## src/rtl/axis_interpolator.sv

```systemverilog
// AXI4-Stream upsampler: every accepted sample becomes 2^L output beats,
// either repeated (hold) or ramped linearly towards the following sample.
module axis_interpolator #(
    parameter int AXIS_TDATA_WIDTH = 32,
    parameter int MAX_LOG_FACTOR   = 16
) (
    input  logic                        aclk,
    input  logic                        areset,
    input  logic [4:0]                  log_factor,
    input  logic                        mode,
    input  logic                        S_AXIS_tvalid,
    output logic                        S_AXIS_tready,
    input  logic [AXIS_TDATA_WIDTH-1:0] S_AXIS_tdata,
    output logic                        M_AXIS_tvalid,
    input  logic                        M_AXIS_tready,
    output logic [AXIS_TDATA_WIDTH-1:0] M_AXIS_tdata,
    output logic [1:0]                  fsm_state
);

    localparam int W  = AXIS_TDATA_WIDTH;
    localparam int DW = AXIS_TDATA_WIDTH + 1;
    localparam int AW = AXIS_TDATA_WIDTH + 1 + MAX_LOG_FACTOR;
    localparam int CW = MAX_LOG_FACTOR;
    localparam logic [CW-1:0] CNT_ONES = '1;
    localparam logic [4:0]    L_MAX    = 5'(MAX_LOG_FACTOR);

    typedef enum logic [1:0] {
        ST_EMPTY = 2'd0,
        ST_WAIT  = 2'd1,
        ST_RUN   = 2'd2
    } state_t;

    state_t state;
    state_t state_next;

    logic                 linear;
    logic [4:0]           l_q;
    logic [4:0]           l_new;
    logic [CW-1:0]        cnt;
    logic [CW-1:0]        cnt_last;
    logic [W-1:0]         cur;
    logic [W-1:0]         nxt;
    logic [DW-1:0]        delta;
    logic signed [AW-1:0] acc;
    logic                 m_valid;
    logic [W-1:0]         m_data;
    logic                 s_ready;

    logic                 accept;
    logic                 beat;
    logic                 last;
    logic [W-1:0]         seg_base;
    logic [DW-1:0]        seg_delta;
    logic signed [AW-1:0] seg_acc;
    logic signed [AW-1:0] acc_inc;

    // Valid/ready: a transfer happens on a rising edge where valid and ready
    // are both high; once M_AXIS_tvalid rises, tdata/tvalid hold until taken.
    assign accept = S_AXIS_tvalid & s_ready;
    assign beat   = m_valid & M_AXIS_tready;

    assign l_new    = (log_factor > L_MAX) ? L_MAX : log_factor;
    assign cnt_last = ~(CNT_ONES << l_q);
    assign last     = (cnt == cnt_last);

    // A new linear segment starts from cur when leaving WAIT, from nxt when
    // chaining directly off the last beat of the previous segment.
    assign seg_base  = (state == ST_WAIT) ? cur : nxt;
    assign seg_delta = {S_AXIS_tdata[W-1], S_AXIS_tdata} - {seg_base[W-1], seg_base};
    assign seg_acc   = {{(AW-W){seg_base[W-1]}}, seg_base} << l_new;
    assign acc_inc   = acc + {{(AW-DW){delta[DW-1]}}, delta};

    assign S_AXIS_tready = s_ready;
    assign M_AXIS_tvalid = m_valid;
    assign M_AXIS_tdata  = m_data;
    assign fsm_state     = state;

    always_ff @(posedge aclk) begin
        if (areset) begin
            state <= ST_EMPTY;
        end else begin
            state <= state_next;
        end
    end

    always_comb begin
        state_next = state;
        s_ready    = 1'b0;
        case (state)
            ST_EMPTY: begin
                s_ready = 1'b1;
                if (S_AXIS_tvalid) begin
                    state_next = linear ? ST_WAIT : ST_RUN;
                end
            end
            ST_WAIT: begin
                s_ready = 1'b1;
                if (S_AXIS_tvalid) begin
                    state_next = ST_RUN;
                end
            end
            ST_RUN: begin
                s_ready = M_AXIS_tready & last;
                if (beat && last && !S_AXIS_tvalid) begin
                    state_next = linear ? ST_WAIT : ST_EMPTY;
                end
            end
            default: begin
                state_next = ST_EMPTY;
            end
        endcase
        if (areset) begin
            s_ready = 1'b0;
        end
    end

    always_ff @(posedge aclk) begin
        if (areset) begin
            linear  <= mode;
            l_q     <= '0;
            cnt     <= '0;
            cur     <= '0;
            nxt     <= '0;
            delta   <= '0;
            acc     <= '0;
            m_valid <= 1'b0;
            m_data  <= '0;
        end else begin
            case (state)
                ST_EMPTY: begin
                    if (accept) begin
                        cur <= S_AXIS_tdata;
                        l_q <= l_new;
                        cnt <= '0;
                        if (!linear) begin
                            m_valid <= 1'b1;
                            m_data  <= S_AXIS_tdata;
                        end
                    end
                end
                ST_WAIT: begin
                    if (accept) begin
                        nxt     <= S_AXIS_tdata;
                        delta   <= seg_delta;
                        acc     <= seg_acc;
                        l_q     <= l_new;
                        cnt     <= '0;
                        m_valid <= 1'b1;
                        m_data  <= cur;
                    end
                end
                ST_RUN: begin
                    if (beat && !last) begin
                        cnt <= cnt + CW'(1);
                        if (linear) begin
                            acc    <= acc_inc;
                            m_data <= W'(acc_inc >>> l_q);
                        end
                    end else if (beat) begin
                        cnt <= '0;
                        if (linear) begin
                            cur <= nxt;
                        end
                        if (accept) begin
                            l_q <= l_new;
                            if (linear) begin
                                nxt    <= S_AXIS_tdata;
                                delta  <= seg_delta;
                                acc    <= seg_acc;
                                m_data <= nxt;
                            end else begin
                                cur    <= S_AXIS_tdata;
                                m_data <= S_AXIS_tdata;
                            end
                        end else begin
                            m_valid <= 1'b0;
                        end
                    end
                end
                default: begin
                    m_valid <= 1'b0;
                end
            endcase
        end
    end

endmodule

```

## config.mk

```make
export PLATFORM = sky130hd
export DESIGN_NAME = axis_interpolator
export DESIGN_NICKNAME = d
export VERILOG_FILES = /design/src/rtl/axis_interpolator.sv
export SDC_FILE = /design/constraint.sdc
export NUM_CORES = 1
export LEC_CHECK = 0
export ABC_AREA = 1
export ABC_CLOCK_PERIOD_IN_PS = 5600
export CAP_MARGIN = 20
export CELL_PAD_IN_SITES_DETAIL_PLACEMENT = 1
export CELL_PAD_IN_SITES_GLOBAL_PLACEMENT = 1
export CORE_MARGIN = 2
export CORE_UTILIZATION = 49
export CTS_CLUSTER_SIZE = 24
export DETAILED_ROUTE_END_ITERATION = 6
export DONT_BUFFER_PORTS = 1
export MAX_ROUTING_LAYER = met4
export PLACE_DENSITY = 0.95
export SETUP_SLACK_MARGIN = 0.2
export SYNTH_ARGS = -nofsm -noshare
export SYNTH_HDL_FRONTEND = slang
export SYNTH_SLANG_ARGS = --single-unit
```

## constraint.sdc

```tcl
create_clock -name aclk -period 5.6 [get_ports aclk]
set_input_delay 0.84 -clock aclk [delete_from_list [all_inputs] [get_ports aclk]]
set_output_delay 0.84 -clock aclk [all_outputs]
set_load 0.01 [all_outputs]
```

# == Word level (Yosys, flattened, before mapping) ==
# Index checks and enable logic that the tools add are counted.
# classes
n_addsub,3
n_lt_le_gt_ge,1
n_eq_ne,19
shifts,3
mux,59
bitwise,4
reduce_logical,19
# ops
cell,count
$mux 32,19
$mux 49,6
$mux 33,5
$pmux 32 s2,2
$pmux 49 s2,1
$pmux 32 s3,1
$pmux 33 s2,1
$add 49x49->49,1
$shl 49x5->49,1
$sshr 49x5->32,1
$mux 16,3
$sub 32x32->33,1
$pmux 16 s2,1
$ne 2x2->1 const B,11
$mux 5,4
$reduce_and 6->1,3
$add 16x1->16 const B,1
$eq 16x16->1,1
$not 16->16,1
$shl 16x5->16 const A,1
$pmux 5 s2,1
$ne 3x3->1 const B,3
$reduce_and 3->1,3
$mux 1,8
18 further kinds,28
# word_totals
register_bits,203
word_cells,118

# == Depth between registers and ports, before layout ==
# depth
ltp_word,11
mapped_depth,26

# == Worst setup path before layout ==
# OpenSTA, ideal clock, no wires.
# synth_timing
path_type,register to register
start,reg state[1] (netlist: fsm_state[1])
end,reg delta[24]
setup_time_ps,115
t_arrival_ps,3628
required_ps,5485
setup_slack_ps,1858
path_stages_with_launch,25
n_path_buf,2
cell_sequence,dfxtp_1 > inv_1 > ha_1 > clkbuf_1 > clkbuf_1 > o21ai_0 > ha_1 > inv_1 > fa_1 > nand3_1 > nand2_1 > a21oi_1 > o21ai_0 > nand2_1 > nand2_1 > nand2_1 > nand2_1 > nand2_1 > nand2_1 > a21boi_0 > o21ai_0 > nand3_1 > nand2_1 > xor2_1 > o21a_1
# synth_via
elab_chain_len,8
elab_cells_between_ends,22
# synth_lines
element,line_no,text
from (decl),33,state_t state;
from (signal assigned),82,state <= state_next;
$eq 2x1->1,"68, 89, 129",
$mux 32,68,assign seg_base = (state == ST_WAIT) ? cur : nxt;
$sub 32x32->33,69,"assign seg_delta = {S_AXIS_tdata[W-1], S_AXIS_tdata} - {seg_base[W-1], seg_base};"
$mux 33,166,if (linear) begin
$mux 33,164,if (accept) begin
$mux 33,159,end else if (beat) begin
$mux 33,153,if (beat && !last) begin
$pmux 33 s2,129,case (state)
to (signal assigned),144,delta <= seg_delta;
to (signal assigned),168,delta <= seg_delta;
to (decl),43,logic [DW-1:0] delta;
# Parallel ways exist; a longest one is shown, timed or not. The select of a mux whose other input is x is not followed.
# A chain may end at the register's enable or synchronous reset.

# == Worst setup path in the final report ==
# layout_timing
start,reg state[1] (netlist: fsm_state[1])
end,reg delta[31]
# The elaborated chain is that of the path after synthesis.

==> qor.yml <==
status: "finished clean"
cp.required_ps: 6050
crit_arrival_ps: 5240
cts.clk_slew.worst_paths_ps: 70
htreeDepth: 1
clk_path_buf_depth: 3
max_clock_freq_ghz: 0.2089
netlist_area_sq_um: 21270
worstPathMaxFanout: 78
worst_pin_slew_ps: 1166
hold_path_end: "linear"
rr_endpoint: "delta[31]"
synth-main-ff-cell: "dfxtp_1"
synth_fp_nets: 4045
drv_cap: 0
die_area_sq_um: 45090
dp_slack_ps: 1289
ys_types: 52
coreArea_sq_um: 42980
fin_setup_tns_ps: 0
ant_nets: 0
drtPass1Iterations: 7
seq_area_sq_um: 4076
die_w_um: 212.3
ys_warn_count: 0
gp_congestion: 1.036
min_path_cells: 0
drc_errors: 0
multiInputGateArea_sq_um: 14650
grt_pass1_vias: 27670
synth.largest_area_cell: "nand2_1"
post_cts_resized: 0
synth_edf_count: 1
finalMaxSlewViolations: 0
relSlewSlack_pct: 22.18
insertion_delay_ps: 600
final-setup-viol-count: 0
portBuffers: 0
worst_setup_path_start_kind: "flop"
p_leak_nw: 10.40
synth_most_common_cell: "nand2_1"
cts_tree: "built"
skew_ps: 39.89
antenna_found_initial: 7
synthTopCellsByCount: "1268 x nand2_1, 458 x inv_1, 438 x nand3_1"
post-route-period-util_pct: 85.48
final_area_sq_um: 22410
r2r_slack_ps: 810
grt_max_degree: 79
hold_violations: 0
pin_count: 78
final.setup.worst_slack_ps: 813.2
die_h_um: 212.3
fin_nets: 3918
overflow: 0
synth_cells: 3916
cts_root_buf: "clkbuf_16"
drt_iter0_markers: 3562
synth-seq-area-share_pct: 19.16
clock_sinks: 203
critPathKind: "reg -> reg"
initial_core_util_pct: 49.48
wl_um: 103800
r2r_start: "fsm_state[1]"
async_reset_ff_share_pct: 0
n_fill_cell: 6470
num_vias: 27890
hpwl_um: 75860
min_from: "mode"
ir_drop_uv: 442.7
power.density_nw_per_um2: 520.0
cts_buffers: 25
layout-drive-gt1-share_pct: 2.889
cts_setup_buffers: 0
synth_top_area_share_pct: 22.38
area_growth_syn_to_layout_pct: 5.365
avgSynthCellArea_sq_um: 5.431
rows: 76
place_area_sq_um: 21530
holdBufCountCts: 0
vias_per_cell: 6.340
ys_seq_elements: 203
hp-class: "in -> reg"
crit_path_end_kind: "flop"
ff2ff_path_depth: 18
period_needed_ps: 4787
track_usage_pct: 46.38
wl_per_cell_um: 23.61
grt_pass1_wl_um: 157700
synthTopCellsByArea: "nand2_1 22%, dfxtp_1 19%, nand3_1 10%"
finalPower_mw: 11.65
rsz0062_at_grt: "false"
==> state kept, by name, indices dropped and copies added (netlist names), 2 cells and up <==
name,flops
cnt,16
l_q,5
fsm_state,2
acc,49
M_AXIS_tdata,32
delta,33
cur,32
nxt,32
==> worst max-delay path by stage <==
stage,from,to,slack (ps)
after floorplan,fsm_state[1],delta[24],1860
after global placement,fsm_state[0],delta[24],1540
after detailed placement,fsm_state[1],delta[32],1290
after CTS,fsm_state[1],delta[20],1130
after global routing,fsm_state[1],delta[31],580
final,fsm_state[1],delta[31],810
==> critical path, cell delays in order (launching register included) <==
cell and delay, ps:
dfxtp_1 490, inv_1 170, ha_2 370, buf_12 290, o21ai_0 740, inv_1 160, ha_1 430, nand2_1 110
inv_1 90, nand3_1 110, nor3_1 200, nand2_1 80, o211ai_1 330, nand2_1 90, o211ai_1 190, a21oi_1 180
xor2_1 200, nor2_1 80, nor3_1 270
==> power by group <==
part	switching (mW)	leakage (nW)	internal, mW	total, mW
clock	0.748	0.419	1.03	1.78
combinational	5.45	8.32	2.07	7.52
sequential	0.487	1.66	1.87	2.36
total	6.68	10.4	4.97	11.7
==> per-layer routing <==
metal / vias up / global-route usage [%] / part of all wire (%)
li1: 12450 / - / -
met1: 13100 / 52.59 / 37
met2: 1707 / 70.15 / 42
met3: 641 / 11.17 / 11
met4: 0 / 36.68 / 9.9
met5: - / - / 0
==> area by class of cell <==
| cell class | instances | share of cell area [%] |
|---|---|---|
| antenna | 7 | 0.07817 |
| clock buffer | 36 | 3.199 |
| clock inverter | 9 | 0.6309 |
| inverter | 475 | 7.962 |
| multi-input combinational | 3047 | 65.38 |
| sequential | 203 | 18.19 |
| tap | 585 | 3.266 |
| timing repair buffer | 37 | 1.295 |
==> stage by stage <==
step           util, %  hold slack, ps  instances
6_report         52.14           336.2       4399
5_1_grt          52.14           342.0       4399
2_1_floorplan        -           439.1       3916
4_1_cts          52.08           332.6       4391
3_5_place_dp     50.08           457.4       4346
3_3_place_gp     50.08           453.3       4346
==> cell usage in the layout, fill, tap and decap left out, drive strengths merged, types with 2 or more instances in the layout <==
cell,instances
nand2,1269
inv,467
nand3,440
o21ai,357
a21oi,338
nor2,297
dfxtp,202
ha,85
xor2,44
buf,37
clkbuf,36
o21a,27
nand4,24
nor3,24
o22ai,22
xnor2,19
o211ai,18
o31ai,13
clkinv,13
mux2i,11
nor4,9
o21bai,9
or2,9
diode,7
o221ai,6
a21boi,4
and2,3
a31oi,3
nand3b,3
bufinv,3
a221oi,2
nor3b,2
fa,2
==> cell families (layout without fill, tap and decap cells) <==
logic type | count (synthesis) | count (layout) | synth area share (%)
other | 0 | 7 | 0
AND/OR/NAND/NOR | 2081 | 2081 | 40.25
XOR/XNOR | 63 | 63 | 2.594
multiplexers | 11 | 11 | 0.5177
buffers and inverters | 666 | 557 | 12.08
flip-flops | 203 | 203 | 19.16
adder cells (fa/ha/maj) | 87 | 87 | 5.189
AO/OA/AOI/OAI | 805 | 805 | 20.21
Power figures use the tool's default switching activity.
